--- src/rtl/conv_window_controller.sv ---
// Raster-order pixel sequencer for a KxK convolver: one shift strobe per accepted
// pixel and a registered window-valid flag with the output-map coordinate.
module conv_window_controller #(
  parameter int IMG_WIDTH   = 8,
  parameter int IMG_HEIGHT  = 8,
  parameter int KERNEL_SIZE = 3,
  parameter int DATA_WIDTH  = 16,
  parameter int COL_W       = (IMG_WIDTH  > 1) ? $clog2(IMG_WIDTH)  : 1,
  parameter int ROW_W       = (IMG_HEIGHT > 1) ? $clog2(IMG_HEIGHT) : 1
) (
  input  logic                  clock,
  input  logic                  reset,
  input  logic                  start,
  input  logic                  in_valid,
  input  logic [DATA_WIDTH-1:0] in_data,
  output logic                  in_ready,
  output logic                  shift_en,
  output logic [DATA_WIDTH-1:0] shift_data,
  output logic                  window_valid,
  output logic [ROW_W-1:0]      out_row,
  output logic [COL_W-1:0]      out_col,
  output logic                  busy,
  output logic                  done
);

  typedef enum logic [1:0] {
    IDLE   = 2'd0,
    STREAM = 2'd1,
    FINISH = 2'd2
  } state_t;

  state_t           state, state_n;
  logic [ROW_W-1:0] row;
  logic [COL_W-1:0] col;
  logic             accept;
  logic             last_pixel;
  logic             win_hit;

  // Handshake: a pixel transfers on any cycle with in_valid && in_ready; the
  // source must hold in_data stable while in_valid is high and in_ready is low.
  assign accept     = in_valid & in_ready;
  assign shift_en   = accept;
  assign shift_data = in_data;
  assign last_pixel = (row == ROW_W'(IMG_HEIGHT - 1)) && (col == COL_W'(IMG_WIDTH - 1));
  assign win_hit    = accept && (row >= ROW_W'(KERNEL_SIZE - 1)) &&
                      (col >= COL_W'(KERNEL_SIZE - 1));

  always_ff @(posedge clock or posedge reset) begin
    if (reset) state <= IDLE;
    else       state <= state_n;
  end

  always_comb begin
    state_n  = state;
    in_ready = 1'b0;
    busy     = 1'b0;
    done     = 1'b0;
    case (state)
      IDLE: begin
        if (start) state_n = STREAM;
      end
      STREAM: begin
        in_ready = 1'b1;
        busy     = 1'b1;
        if (accept && last_pixel) state_n = FINISH;
      end
      FINISH: begin
        done    = 1'b1;
        state_n = IDLE;
      end
      default: state_n = IDLE;
    endcase
  end

  // Counters park on the last pixel once the frame completes; start re-arms them.
  always_ff @(posedge clock or posedge reset) begin
    if (reset) begin
      row <= '0;
      col <= '0;
    end else if (state == IDLE && start) begin
      row <= '0;
      col <= '0;
    end else if (accept && !last_pixel) begin
      if (col == COL_W'(IMG_WIDTH - 1)) begin
        col <= '0;
        row <= row + 1'b1;
      end else begin
        col <= col + 1'b1;
      end
    end
  end

  // Registered so the flag lines up with the shift registers updated on the same edge.
  always_ff @(posedge clock or posedge reset) begin
    if (reset) begin
      window_valid <= 1'b0;
      out_row      <= '0;
      out_col      <= '0;
    end else begin
      window_valid <= win_hit;
      if (win_hit) begin
        out_row <= row - ROW_W'(KERNEL_SIZE - 1);
        out_col <= col - COL_W'(KERNEL_SIZE - 1);
      end
    end
  end

endmodule
--- config.mk ---
export PLATFORM = sky130hd
export DESIGN_NAME = conv_window_controller
export DESIGN_NICKNAME = d
export VERILOG_FILES = /design/src/rtl/conv_window_controller.sv
export SDC_FILE = /design/constraint.sdc
export NUM_CORES = 1
export LEC_CHECK = 0
export CORE_ASPECT_RATIO = 1.4
export CORE_MARGIN = 8
export CORE_UTILIZATION = 42
export CTS_CLUSTER_DIAMETER = 150
export DETAILED_ROUTE_END_ITERATION = 10
export GPL_TIMING_DRIVEN = 1
export PLACE_DENSITY = 0.9
export SLEW_MARGIN = 10
export SYNTH_ARGS = -nofsm -noshare
export SYNTH_HDL_FRONTEND = slang
export SYNTH_SLANG_ARGS = --single-unit
--- constraint.sdc ---
create_clock -name clock -period 4.1 [get_ports clock]
set_clock_uncertainty 0.1 [all_clocks]
set_input_delay 0.615 -clock clock [delete_from_list [all_inputs] [get_ports clock]]
set_output_delay 0.615 -clock clock [all_outputs]
set_load 0.05 [all_outputs]
==> results.py <==
metrics = {
    "status": {
        "status": "finished, final reports clean",
    },
    "synth": {
        "netlist.area_leader.share": 0.4021,
        "yosys-top-cells-count": "buf_4, dfrtp_1, inv_1",
        "syn_area_sq_um": 933.4,
        "synth_top_area_cell": "dfrtp_1",
        "synth_ff_type": "dfrtp_1",
        "synthCells": 84,
        "yosys-top-cells-area": "dfrtp_1, buf_4, ha_1",
        "yosysMostFrequentCell": "buf_4",
        "async_reset_ff_frac": 1.000,
        "yosysWarnings": 0,
        "syn_area_per_cell_sq_um": 11.11,
        "ys_types": 22,
        "synth_edf_count": 0,
        "syn-num-nets": 112,
        "synth-seq-cells": 15,
        "ys_seq_area_frac": 0.4021,
    },
    "worst_setup_path": {
        "cp-start-kind": "input port",
        "crit_type": "in -> out",
        "reg2reg_to": "out_row[0]$_DFFE_PP0P_",
        "critPathMaxFanout": 6,
        "critPathArrivalTime_ns": 2.15,
        "cp_data_required_time_ns": 3.38,
        "end_kind": "output pin",
        "timing.rr.start": "col[0]$_DFFE_PP0P_",
        "r2r_slack_ns": 2.27,
        "r2r_cells": 5,
    },
    "power": {
        "powerDensity_nw_per_um2": 764.4,
        "power_leakage_uw": 0.0004824,
        "p_comb_frac": 0.555,
        "power.share.sequential": 0.335,
        "power.switching_uw": 332.2,
        "irDropWorstVdd_mv": 0.2755,
        "clkPwrFrac": 0.109,
        "sw_frac_of_total": 0.4363,
        "p_int_uw": 429.1,
    },
    "floorplanning": {
        "core_area_sq_um": 2152,
        "die-area_sq_um": 4008,
        "io-pin-count": 47,
        "die_height_um": 71.78,
        "die_w_um": 55.84,
        "rows": 20,
        "start_util": 0.4337,
    },
    "job": {
        "drv_cap": 0,
    },
    "sta": {
        "fmax_ghz": 0.3490,
        "worst_slew_pin_slew_ns": 0.5731,
        "fin_crit_ns": 2.865,
        "slew_headroom": 0.6175,
        "rsz0062_at_grt": "no",
        "drv_slew": 0,
        "setup_violations": 0,
        "fin_crit_sh": 0.6988,
        "finalHoldViolCount": 0,
        "setup-tns-final_ns": 0,
    },
    "global_route": {
        "grt_overflow": 0,
        "grt_use_total": 0.07919,
        "antenna_found_initial": 0,
        "grt_max_degree": 16,
        "grt_first_pass_wirelength_um": 2532,
        "grt_pass1_vias": 558,
    },
    "clock_network": {
        "htreeDepth": 1,
        "cts_hold_buf": 0,
        "clock_path_buffers": 2,
        "cts_resized": 0,
        "cts.sinks": 15,
        "postCtsSetupBuffers": 0,
        "cts_buffers": 3,
        "insertion_delay_ns": 0.28,
        "clk_transition_reported_paths_ns": 0.08,
        "tritoncts": "built",
        "root_buffer": "clkbuf_4",
    },
    "min_path": {
        "hold_start": "out_col[1]$_DFFE_PP0P_",
        "hold_end": "out_col[1]$_DFFE_PP0P_",
        "hp-class": "reg -> reg",
        "hold_depth": 1,
    },
    "detailed_routing": {
        "wl_per_cell_um": 13.42,
        "drtAntennaViolNets": 0,
        "via_per_inst": 4.981,
        "drt_iter0_drc": 8,
        "drc": 0,
        "num_vias": 528,
        "drt_pass1_iterations": 2,
        "wl_um": 1423,
    },
    "place": {
        "dp.cells": 102,
        "dp_hpwl_um": 1109,
        "gp_congestion": 0.7046,
        "numPortBuffers": 14,
    },
    "finish": {
        "finalNonFillerCells": 106,
        "area_growth_pct": 6.702,
        "drive_gt1_frac": 0.1429,
        "utilization": 0.4628,
        "n_fill_cell": 204,
        "final_nets": 113,
        "num_antenna_cells": 0,
    },
}
## final cells by class
| type | count | area [sq um] | share of cell area |
|---|---|---|---|
| clock buffers | 4 | 26.28 | 0.02638 |
| inverters | 12 | 45.04 | 0.04523 |
| multi-input cells | 39 | 381.6 | 0.3832 |
| flip-flops and latches | 15 | 375.4 | 0.3769 |
| well taps | 22 | 27.53 | 0.02764 |
| repair buffers | 14 | 140.1 | 0.1407 |
## power by group through the flow
stage                     clock [uW]  combinational (uW)  sequential [uW]
after CTS                       89.6                 430              256
after floorplan                    0                 252              365
after global routing            97.7                 466              266
final                           83.2                 423              255
after global placement             0                 420              256
after detailed placement           0                 427              259
## cell families after synthesis
kind of cell / after synthesis / synth area share
AO/OA/AOI/OAI: 5 / 0.05361
multiplexers: 10 / 0.1287
adder cells (fa/ha/maj): 8 / 0.1072
flip-flops: 15 / 0.4021
buffers and inverters: 30 / 0.1890
AND/OR/NAND/NOR: 16 / 0.1193
## critical path: stages
cell	delay, ns
clkdlybuf4s50_1	0.50
nand3b_4	0.13
inv_1	0.10
clkdlybuf4s50_1	0.80
## layer usage
metal / up-vias / GRT usage / routed length [um]
li1: 254 / - / -
met4: 0 / 0.06702 / 48
met3: 5 / 0.03534 / 144
met2: 22 / 0.1163 / 632
met1: 247 / 0.08480 / 598
met5: - / 0 / 0
## flip-flops by register name, summed over array words and instances (netlist names)
| register | flops |
|---|---|
| col | 3 |
| out_col | 3 |
| out_row | 3 |
| row | 3 |
| state | 2 |
| window_valid | 1 |
## metrics by stage
stage               area [sq um]  total power (uW)  hold slack (ns)  setup WS [ns]
finish                     996.0             761.3           0.4128          1.235
detailed placement         969.7             686.0           0.3928          1.231
global route               996.0             829.7           0.4438          1.173
floorplan                  933.4             617.6           0.3977          2.157
global placement           969.7             676.3           0.3980          1.233
CTS                        996.0             775.9           0.4198          1.223
## how the worst max path moves through the flow
stage,startpoint,end,slack [ns],depth (start not counted)
6_report,in_valid,shift_en,1.24,4
3_3_place_gp,in_valid,shift_en,1.23,4
2_1_floorplan,state[0]$_DFFE_PP0P_,in_ready,2.16,3
3_5_place_dp,in_valid,shift_en,1.23,4
4_1_cts,in_valid,shift_en,1.22,4
5_1_grt,in_valid,shift_en,1.17,4
## layout by cell type, fill, tap and decap left out, types with 3 or more instances in the layout
cell type and count:
clkbuf_4 3, mux2_4 4, mux2i_1 6, ha_1 8
clkdlybuf4s50_1 14, inv_1 12, nand2_1 7, dfrtp_1 15
Power figures use the tool's default switching activity.
